### src/rtl/inst_fetch.sv
// ---------------------------------------------------------------------------
// inst_fetch
//   Instruction-fetch stage. Owns the PC, issues one word fetch at a time to
//   instruction memory over a req/ack handshake, and presents the fetched
//   instruction plus its PC to decode, holding it while decode stalls.
//   Redirects from execute replace the PC and flush any wrong-path fetch.
//   A redirect to a non-word-aligned PC raises a sticky error and halts the
//   stage until reset. A request that is still waiting for its ack when a
//   redirect arrives is completed first and its data is thrown away.
//
// Ports
//   clk, rst_n            clock (rising edge), async active-low reset
//   o_imem_req            fetch request to instruction memory
//   o_imem_addr           fetch byte address (held stable until ack)
//   i_imem_ack            memory accepted request; i_imem_rdata valid now
//   i_imem_rdata          fetched instruction word
//   i_redirect_valid      execute requests a PC change
//   i_redirect_pc         target PC for the redirect
//   i_stall               decode cannot consume o_if_inst this cycle
//   o_if_valid            o_if_inst / o_if_pc hold a valid instruction
//   o_if_inst             instruction to decode (NOP_INST when not valid)
//   o_if_pc               PC of o_if_inst
//   o_misalign_err        sticky: redirect to a non-word-aligned PC
// ---------------------------------------------------------------------------
module inst_fetch #(
   parameter int               XLEN     = 64,
   parameter logic [XLEN-1:0]  RESET_PC = '0,
   parameter logic [31:0]      NOP_INST = 32'h0000_0013
) (
   input  logic            clk,
   input  logic            rst_n,
   output logic            o_imem_req,
   output logic [XLEN-1:0] o_imem_addr,
   input  logic            i_imem_ack,
   input  logic [31:0]     i_imem_rdata,
   input  logic            i_redirect_valid,
   input  logic [XLEN-1:0] i_redirect_pc,
   input  logic            i_stall,
   output logic            o_if_valid,
   output logic [31:0]     o_if_inst,
   output logic [XLEN-1:0] o_if_pc,
   output logic            o_misalign_err
);

   typedef enum logic [2:0] {
      S_IDLE  = 3'd0,
      S_REQ   = 3'd1,
      S_OUT   = 3'd2,
      S_DRAIN = 3'd3,
      S_HALT  = 3'd4
   } state_t;

   state_t          r_state;
   state_t          w_next;
   logic [XLEN-1:0] r_pc;
   logic [XLEN-1:0] r_drain_addr;
   logic            r_if_valid;
   logic [31:0]     r_if_inst;
   logic [XLEN-1:0] r_if_pc;
   logic            r_misalign_err;
   logic            r_halt_pend;   // misaligned redirect seen while draining

   // HALT ignores redirects entirely; everywhere else they take priority.
   logic w_redir;
   logic w_redir_mis;
   logic w_redir_ok;

   assign w_redir     = i_redirect_valid && (r_state != S_HALT);
   assign w_redir_mis = w_redir && (i_redirect_pc[1:0] != 2'b00);
   assign w_redir_ok  = w_redir && (i_redirect_pc[1:0] == 2'b00);

   // ---------------------------------------------------------------- state reg
   always_ff @(posedge clk or negedge rst_n) begin
      if (!rst_n) r_state <= S_IDLE;
      else        r_state <= w_next;
   end

   // --------------------------------------------------------------- next state
   always_comb begin
      w_next = r_state;
      case (r_state)
         S_IDLE: begin
            w_next = w_redir_mis ? S_HALT : S_REQ;
         end
         S_REQ: begin
            // An unacked request cannot be withdrawn, so a redirect without
            // ack goes through DRAIN to finish it.
            if (w_redir_mis)     w_next = i_imem_ack ? S_HALT : S_DRAIN;
            else if (w_redir_ok) w_next = i_imem_ack ? S_REQ  : S_DRAIN;
            else if (i_imem_ack) w_next = S_OUT;
         end
         S_OUT: begin
            if (w_redir_mis)     w_next = S_HALT;
            else if (w_redir_ok) w_next = S_REQ;
            else if (!i_stall)   w_next = S_REQ;
         end
         S_DRAIN: begin
            if (i_imem_ack)
               w_next = (r_halt_pend || w_redir_mis) ? S_HALT : S_REQ;
         end
         S_HALT: begin
            w_next = S_HALT;
         end
         default: begin
            w_next = S_IDLE;
         end
      endcase
   end

   // ------------------------------------------------------------------ outputs
   always_comb begin
      o_imem_req  = (r_state == S_REQ) || (r_state == S_DRAIN);
      o_imem_addr = (r_state == S_DRAIN) ? r_drain_addr : r_pc;
   end

   // ----------------------------------------------------------------- datapath
   always_ff @(posedge clk or negedge rst_n) begin
      if (!rst_n) begin
         r_pc           <= RESET_PC;
         r_drain_addr   <= RESET_PC;
         r_if_valid     <= 1'b0;
         r_if_inst      <= NOP_INST;
         r_if_pc        <= '0;
         r_misalign_err <= 1'b0;
         r_halt_pend    <= 1'b0;
      end else if (w_redir) begin
         // Any redirect flushes whatever decode is looking at.
         r_if_valid <= 1'b0;
         r_if_inst  <= NOP_INST;
         if (w_redir_mis) begin
            r_misalign_err <= 1'b1;
            r_halt_pend    <= 1'b1;
         end else begin
            r_pc <= i_redirect_pc;
         end
         // Remember the in-flight address so it stays on the bus until ack.
         if ((r_state == S_REQ) && !i_imem_ack)
            r_drain_addr <= r_pc;
      end else begin
         case (r_state)
            S_REQ: begin
               if (i_imem_ack) begin
                  r_if_valid <= 1'b1;
                  r_if_inst  <= i_imem_rdata;
                  r_if_pc    <= r_pc;
                  r_pc       <= r_pc + XLEN'(4);
               end
            end
            S_OUT: begin
               if (!i_stall) begin
                  r_if_valid <= 1'b0;
                  r_if_inst  <= NOP_INST;
               end
            end
            default: begin
            end
         endcase
      end
   end

   assign o_if_valid     = r_if_valid;
   assign o_if_inst      = r_if_inst;
   assign o_if_pc        = r_if_pc;
   assign o_misalign_err = r_misalign_err;

endmodule

### config.mk
export PLATFORM = sky130hd
export DESIGN_NAME = inst_fetch
export DESIGN_NICKNAME = d
export VERILOG_FILES = /design/src/rtl/inst_fetch.sv
export SDC_FILE = /design/constraint.sdc
export NUM_CORES = 1
export LEC_CHECK = 0
export CAP_MARGIN = 20
export CORE_UTILIZATION = 40
export CTS_CLUSTER_SIZE = 28
export DETAILED_ROUTE_END_ITERATION = 6
export GPL_TIMING_DRIVEN = 0
export PLACE_DENSITY = 0.65
export RECOVER_POWER = 25
export SYNTH_ARGS = -nofsm -noshare
export SYNTH_HDL_FRONTEND = slang
export SYNTH_SLANG_ARGS = --single-unit
### constraint.sdc
create_clock -name clk -period 3.9 [get_ports clk]
set_input_delay 0.585 -clock clk [delete_from_list [all_inputs] [get_ports clk]]
set_output_delay 0.585 -clock clk [all_outputs]
set_load 0.05 [all_outputs]
Word-level counts from Yosys, hierarchy flattened
Index checks and enable logic that the tools add are counted.
- add/sub/neg operators: 1
- $mul: 0
- divide/modulo/power cells: 0
- magnitude comparators: 0
- eq/ne operators: 11
- shift operators: 0
- mux-type cells: 25
- bitwise gates (word level): 1
- reduce and logical (&&, ||, !) cells: 19
- operator list (kind ; number):
    two-way mux 64 bit ; 5
    two-way mux 32 bit ; 3
    adder 64 x 3 -> 64 bit (second input constant) ; 1
    one-hot mux 32 bit (2 select lines) ; 1
    two-way mux 3 bit ; 10
    one-hot mux 3 bit (5 select lines) ; 1
    AND reduction 3 bit ; 4
    inequality test 3 bit (second input constant) ; 3
    inequality test 4 bit (second input constant) ; 2
    equality test 3 x 2 -> 1 bit (second input constant) ; 2
    nonzero test 2 bit ; 3
    logical AND 1 bit ; 4
    inequality test 2 bit (second input constant) ; 2
    AND reduction 2 bit ; 2
    equality test 3 x 1 -> 1 bit (second input constant) ; 1
    equality test 3 bit (second input constant) ; 1
    zero test 3 bit ; 1
    two-way mux 1 bit ; 3
    nonzero test 3 bit ; 1
    zero test 2 bit ; 1
    logical OR 1 bit ; 2
    two-way mux 2 bit ; 1
    one-hot mux 1 bit (2 select lines) ; 1
    zero test 1 bit ; 1
    inverter 1 bit ; 1
- register bits: 229
- bits in latches: 0
- memory bits (writable): 0
- memory bits (read-only): 0
- input bits: 101
- output and inout port bits: 163
- word-level logic and storage cells: 64
- memories kept: 0

Logic depth before layout (Yosys ltp)
Gate-level depths: netlist (run 1).
- word-level depth: 7
- mapped depth: 8
- gate-level depth less buffers: 6

Worst setup path before layout (run 1)
OpenSTA, ideal clock, no wires.
- path kind: register to output
- start: register r_state[0]
- end: output o_imem_addr[10]
- arrival time: 2.531 ns
- data required time: 3.315 ns
- path slack: 0.784 ns
- cell stages (with the launch flop): 6
- path buffers: 2
- cell sequence: dfrtp_1 > clkbuf_1 > nor2b_1 > nand2_1 > clkbuf_1 > mux2_2
- word-level cells in the longest chain between the ends: 2
- ends and longest elaborated chain (item ; RTL line ; source):
    start: declaration ; 53 ; state_t r_state;
    start signal: assignment ; 75 ; else r_state <= w_next;
    equality test 3 x 2 -> 1 bit ; 113 ; o_imem_addr = (r_state == S_DRAIN) ? r_drain_addr : r_pc;
    two-way mux 64 bit ; 113 ;
    end: declaration ; 33 ; output logic [XLEN-1:0] o_imem_addr,
No other way between the ends.

Final worst setup path (run 1)
- start: register r_state[0]
- end: output o_imem_addr[63]
The elaborated chain is that of the path after synthesis.

==> results.sh, run 1 <==
export IMPL_endpoint="o_imem_addr[63]"
export IMPL_drc=0
export IMPL_holdPathStages=2
export IMPL_yosys_warnings=0
export IMPL_mostFrequentLayoutCell="nand2_1"
export IMPL_first_pass_iters=5
export IMPL_violations="max-capacitance violations, max-slew violations"
export IMPL_synth_edff_count=0
export IMPL_core_um2=28000
export IMPL_fin_skew_ns=0.0102
export IMPL_root_buffer="clkbuf_16"
export IMPL_cp_start_kind="register"
export IMPL_final_nets=1589
export IMPL_rr_endpoint="o_if_pc[36]"
export IMPL_routabilityCongestion=0.944
export IMPL_fin_ws_ns=0.326
export IMPL_critPathBufInv=2
export IMPL_ys_flop_type="dfrtp_1"
export IMPL_drive_above_1_share_pct=14.5
export IMPL_synth_nets=1290
export IMPL_layout_common_cells="247 x nand2_1, 226 x dfrtp_1, 201 x clkdlybuf4s50_1"
export IMPL_route_antenna_remaining_nets=0
export IMPL_placed_area_um2=14700
export IMPL_crit_chain="clkbuf_1 -> nor2b_1 -> nand2_2 -> mux2_2 -> clkdlybuf4s50_1"
export IMPL_grt_pass1_vias=10600
export IMPL_drtIter0Drc=945
export IMPL_antenna_found_initial=0
export IMPL_start_util_pct=41.1
export IMPL_min_period_over_period_pct=91.6
export IMPL_grt_usage_pct=27.7
export IMPL_design_area_um2=15800
export IMPL_die_h_um=172
export IMPL_clock_latency_ns=0.53
export IMPL_area_growth_pct=37.8
export IMPL_setup_violations=0
export IMPL_finalMaxSlewViolations=72
export IMPL_finalHoldViolCount=0
export IMPL_ff2ff_path_depth=8
export IMPL_dr_total_vias=10700
export IMPL_synthCells=1188
export IMPL_path_clk_slew_ns=0.06
export IMPL_cp_slowest_cell="clkdlybuf4s50_1"
export IMPL_tightest_slew_ns=1.98
export IMPL_syn_area_um2=11500
export IMPL_synth_cell_types=66
export IMPL_fin_crit_ns=3.57
export IMPL_grt_overflow_total=0
export IMPL_critPathArrivalTime_ns=2.99
export IMPL_crit_fanout=10
export IMPL_max_slew_margin_pct=-31.8
export IMPL_critPathMaxStageDelay_ns=0.80
export IMPL_ys_seq_area_share_pct=49.9
export IMPL_hold_ws_ns=0.460
export IMPL_vias_per_cell=5.67
export IMPL_leakagePower_uw=0.00707
export IMPL_dpl_hpwl_um=28900
export IMPL_criticalPathCategory="register to output pin"
export IMPL_cp_required_ns=3.31
export IMPL_cts_buffer_depth=3
export IMPL_async_flop_share_pct=100
export IMPL_hold_path_class="register to register"
export IMPL_ir_worst_vdd_uv=609
export IMPL_grt_pass1_wl_um=61900
export IMPL_die_x_um=172
export IMPL_place_ws_ns=0.00310
export IMPL_setup_worst_path_end_class="output pin"
export IMPL_crit_start="r_state[0]"
export IMPL_cts_inserted_buffers=26
export IMPL_htreeDepth=1
export IMPL_nFillCells=2529
export IMPL_cts_tree="done"
export IMPL_grt_max_degree=100
export IMPL_io_pin_count=264
export IMPL_wl_um=40500
export IMPL_port_buffers=263
export IMPL_cp_depth=5
export IMPL_status="finished with violations"
export IMPL_power_per_cell_area_nw_per_um2=889
export IMPL_wl_per_cell_um=21.5
export IMPL_fmax_mhz=280
export IMPL_rsz0062_at_grt="false"
export IMPL_syn_area_per_cell_um2=9.68
export IMPL_diodes=0
export IMPL_clkSinkCount=229
export IMPL_rr_startpoint="r_state[1]"
export IMPL_ys_seq_elements=229
export IMPL_cp_top_family="buffers and inverters"
export IMPL_rows=61
export IMPL_die_area_um2=29400
export IMPL_maxCapViolCount=1
export IMPL_r2r_slack_ns=0.40
[routing by layer]
layer / track usage, % / routed length (µm) / vias up
li1: - / - / 4872
met1: 38.0 / 17400 / 5157
met2: 42.5 / 17900 / 577
met3: 6.60 / 3930 / 90
met4: 10.1 / 1380 / 0
met5: 0 / 0 / -
[cell usage after synthesis (all sizes together), types with 3 or more instances]
cell type	n	share of area, %
nand4	33	2.0
mux2	122	12
a21o	3	0.20
and4	10	0.76
inv	10	0.33
or4	14	0.99
o211ai	9	0.59
and2	6	0.33
mux2i	4	0.35
clkbuf	77	2.5
o22ai	7	0.38
or3	14	0.77
nor4	20	1.1
o211a	4	0.35
o21ai	38	1.7
o31ai	9	0.59
a311oi	6	0.46
a31oi	10	0.54
a22o	32	2.4
or2	5	0.27
nand3	47	2.2
o22a	7	0.53
dfrtp	226	49
a211oi	7	0.46
o311a	3	0.26
o21a	4	0.26
dfstp	3	0.69
and3	19	1.0
nor3	26	1.1
nand2b	7	0.38
a21oi	50	2.2
o311ai	4	0.30
nand2	248	8.1
nor2	52	1.7
buf	26	1.1
[kinds of logic after synthesis]
family | count (synthesis) | synth area share (%)
multiplexers | 126 | 12.3
buffers and inverters | 113 | 3.96
adder cells (fa/ha/maj) | 1 | 0.109
flip-flops | 229 | 49.9
XOR/XNOR | 1 | 0.0762
AND/OR/NAND/NOR | 507 | 21.1
AO/OA/AOI/OAI | 211 | 12.6
[through the flow]
| step | instances | total power (µW) | utilization, % | TNS [ns] |
|---|---|---|---|---|
| CTS | 1883 | 14200 | 56.1 | 0 |
| detailed placement | 1834 | 11300 | 52.4 | 0 |
| global placement | 1829 | 11200 | 52.1 | -1803.76 |
| global route | 1885 | 14800 | 56.6 | 0 |
| finish | 1885 | 14100 | 56.6 | 0 |
| floorplan | 1188 | 8780 | - | 0 |
[worst min-delay path: stages (launching register included)]
cell,delay [ns]
dfstp_2,0.37
inv_1,0.04
a21oi_1,0.05
[power breakdown]
| part | total, µW | switching (µW) | leakage [µW] | internal, µW |
|---|---|---|---|---|
| sequential | 4050 | 722 | 0.00279 | 3320 |
| combinational | 7250 | 4760 | 0.00381 | 2480 |
| clock | 2790 | 1020 | 0.000469 | 1780 |
| total | 14100 | 6500 | 0.00707 | 7580 |
[area by class of cell]
| cell class | instances | area (µm²) | share of cell area [%] |
|---|---|---|---|
| tap | 378 | 473 | 2.99 |
| multi-input combinational | 846 | 5320 | 33.6 |
| clock buffer | 36 | 769 | 4.86 |
| sequential | 229 | 5730 | 36.2 |
| clock inverter | 12 | 226 | 1.43 |
| inverter | 10 | 37.5 | 0.237 |
| buffer | 103 | 425 | 2.69 |
| timing repair buffer | 271 | 2860 | 18.0 |
[worst min path at each step]
stage / to / startpoint / slack (ns)
floorplan: o_if_inst[10] / rst_n / 0.29
global placement: o_if_inst[0] / o_if_inst[0] / 0.45
detailed placement: o_if_inst[0] / o_if_inst[0] / 0.45
CTS: o_if_inst[0] / o_if_inst[0] / 0.46
global route: o_if_inst[0] / o_if_inst[0] / 0.48
finish: o_if_inst[0] / o_if_inst[0] / 0.46
[sequential cells by signal, summed over array words and instances (netlist names)]
name and cells:
r_state 3, r_halt_pend 1, r_pc 64, r_drain_addr 64
o_if_pc 64, o_if_valid 1, o_if_inst 32
[what timing repair did]
| item | CTS | global route |
|---|---|---|
| endpoints found under the hold margin | 39 | 0 |
| setup buffers | 0 | 0 |
| hold buffers | 1 | 0 |
| cloned | 0 | 0 |
| gates resized for setup | 7 | 60 |
| endpoints found under the setup margin | 60 | 60 |
(Power assumes the default switching activity.)
==> run 2: changes to the inputs <==
- ABC_AREA: not set -> 1
- SKIP_CTS_REPAIR_TIMING: not set -> 1
- clock period: 3.9 -> 3.51 ns (I/O delays scaled with it)
==> results.sh, run 2 <==
export IMPL_status="finished with violations"
export IMPL_violations="max-capacitance violations, max-slew violations"
export IMPL_critPathArrivalTime_ns=2.79
export IMPL_grt_usage_pct=29.5
export IMPL_syn_area_um2=11700
export IMPL_critPathMaxStageDelay_ns=0.75
export IMPL_clock_latency_ns=0.55
export IMPL_final_cells=2312
export IMPL_criticalPathCategory="register to output pin"
export IMPL_cts_buffer_depth=3
export IMPL_setup_violations=0
export IMPL_fmax_mhz=301
export IMPL_route_antenna_remaining_nets=0
export IMPL_synth_edff_count=0
export IMPL_ys_flop_type="dfrtp_1"
export IMPL_finalMaxSlewViolations=34
export IMPL_top_usage_layer="met2"
export IMPL_grt_pass1_wl_um=68200
export IMPL_netlist_area_leader_share_pct=48.3
export IMPL_max_slew_margin_pct=-28.9
export IMPL_synth_cell_types=33
export IMPL_synth_common_cells="565 x nand2_1, 256 x o21ai_0, 226 x dfrtp_1, 199 x nor2_1, 104 x inv_1"
export IMPL_wl_um=44300
export IMPL_area_growth_pct=35.2
export IMPL_multi_input_area_um2=5180
export IMPL_drtIter0Drc=962
export IMPL_maxCapViolCount=1
export IMPL_crit_fanout=10
export IMPL_use_met3_pct=4.84
export IMPL_hp_start="r_pc[0]"
export IMPL_die_h_um=173
export IMPL_crit_start="r_state[2]"
export IMPL_clkSinkCount=229
export IMPL_dr_total_vias=12000
export IMPL_critPathBufInv=3
export IMPL_cts_inserted_buffers=28
export IMPL_root_buffer="clkbuf_16"
export IMPL_rr_startpoint="r_state[2]"
export IMPL_cpMostUsedCell="buf_2"
export IMPL_rows=62
export IMPL_htreeDepth=1
export IMPL_die_x_um=173
export IMPL_ys_seq_elements=229
export IMPL_dpl_hpwl_um=34100
export IMPL_first_pass_iters=5
export IMPL_regArea_um2=5730
export IMPL_start_util_pct=40.7
export IMPL_power_per_cell_area_nw_per_um2=971
export IMPL_cts_tree="done"
export IMPL_port_buffers=263
export IMPL_vias_per_cell=5.20
export IMPL_syn_area_per_cell_um2=7.27
export IMPL_synthTopCellsByArea="dfrtp_1 48%, nand2_1 18%, o21ai_0 11%"
export IMPL_cp_slowest_cell="clkdlybuf4s50_1"
export IMPL_ys_seq_area_share_pct=49.0
export IMPL_min_period_over_period_pct=94.6
export IMPL_routabilityCongestion=0.970
export IMPL_place_ws_ns=0.106
export IMPL_yosysMostFrequentCell="nand2_1"
export IMPL_post_place_cells=2260
export IMPL_antenna_found_initial=1
export IMPL_placed_area_um2=14900
export IMPL_mostFrequentLayoutCell="nand2_1"
export IMPL_drc=0
export IMPL_final_nets=2009
export IMPL_met1_usage_pct=41.3
export IMPL_yosys_warnings=0
export IMPL_cp_required_ns=2.98
export IMPL_fin_skew_ns=0.0105
export IMPL_met2_usage_pct=46.9
export IMPL_design_area_um2=15800
export IMPL_hold_path_class="register to register"
export IMPL_synth_top_area_cell="dfrtp_1"
export IMPL_fin_crit_ns=3.32
export IMPL_synthCells=1611
export IMPL_leakagePower_uw=0.00764
export IMPL_wl_per_cell_um=19.2
export IMPL_diodes=0
export IMPL_drive_above_1_share_pct=6.59
export IMPL_tightest_slew_ns=1.93
export IMPL_finalHoldViolCount=0
export IMPL_cp_start_kind="register"
export IMPL_core_um2=28800
export IMPL_grt_max_degree=103
export IMPL_layout_common_cells="567 x nand2_1, 256 x o21ai_0, 226 x dfrtp_1"
export IMPL_setup_worst_path_end_class="output pin"
export IMPL_io_pin_count=264
export IMPL_async_flop_share_pct=100
export IMPL_fin_ws_ns=0.191
export IMPL_synth_nets=1713
export IMPL_die_area_um2=29900
export IMPL_grt_pass1_vias=11800
export IMPL_rsz0062_at_grt="false"
export IMPL_grt_overflow_total=0
export IMPL_crit_chain="nor3_2 -> buf_2 -> buf_2 -> o21ai_0 -> clkdlybuf4s50_1"
export IMPL_path_clk_slew_ns=0.06
export IMPL_cp_top_family="buffers and inverters"
export IMPL_nFillCells=2844
export IMPL_ir_worst_vdd_uv=525
## run 2: stage by stage
stage                     hold slack, ns  TNS (ns)  power [µW]  utilization [%]
after detailed placement           0.418         0       12500             51.7
final                              0.470         0       15400             55.0
after CTS                         -0.153    -14.61       15500             55.0
after floorplan                    0.231         0        9550                -
after global routing               0.487         0       16200             55.0
after global placement             0.449  -1881.03       12400             51.5
## run 2: worst register-to-register path: cells and delay by family, from the launching register on
family	cells	cell delay [ns]
AOI/OAI and AO/OA	1	0.19
DFF	1	0.46
buffers and inverters	2	0.96
and+or+nand+nor	4	0.71
## run 2: cell type report
cell class	count	area share, %
clock inverters	13	1.08
repair buffers	266	16.9
flip-flops and latches	229	36.2
clock buffers	38	4.99
well taps	384	3.04
inverters	108	2.56
multi-input cells	1195	32.7
plain buffers	79	2.47
## run 2: logic make-up (layout without fill, tap and decap cells)
family | after synthesis | after routing | share of synthesized area [%]
AND/OR/NAND/NOR | 874 | 874 | 29.6
adder cells (fa/ha/maj) | 1 | 1 | 0.107
flip-flops | 229 | 229 | 49.0
XOR/XNOR | 9 | 9 | 0.673
buffers and inverters | 187 | 504 | 6.76
AO/OA/AOI/OAI | 311 | 311 | 13.8
## run 2: power breakdown
group / leakage (µW) / internal [µW] / switching, µW
registers: 0.00290 / 3690 / 848
clock network: 0.000475 / 1860 / 1160
logic: 0.00427 / 2290 / 5520
## run 2: final timing paths
| check | endpoint | slack [ns] | depth (start not counted) |
|---|---|---|---|
| min in group asynchronous | o_if_inst[17] | 1.06 | 2 |
| max reg2reg | r_pc[6] | 1.04 | 7 |
| max in group asynchronous | r_drain_addr[50] | 0.67 | 3 |
| min | r_pc[0] | 0.47 | 2 |
| min reg2reg | r_pc[0] | 0.47 | 2 |
| max | o_imem_addr[1] | 0.19 | 5 |
## run 2: metal layers
metal  share of wire, %  vias up  wire length (µm)
met5                  0        -                 0
met4                2.6        0              1150
met3                7.1       66              3150
met2                 45      491             19800
met1                 46     5716             20200
li1                   -     5752                 -
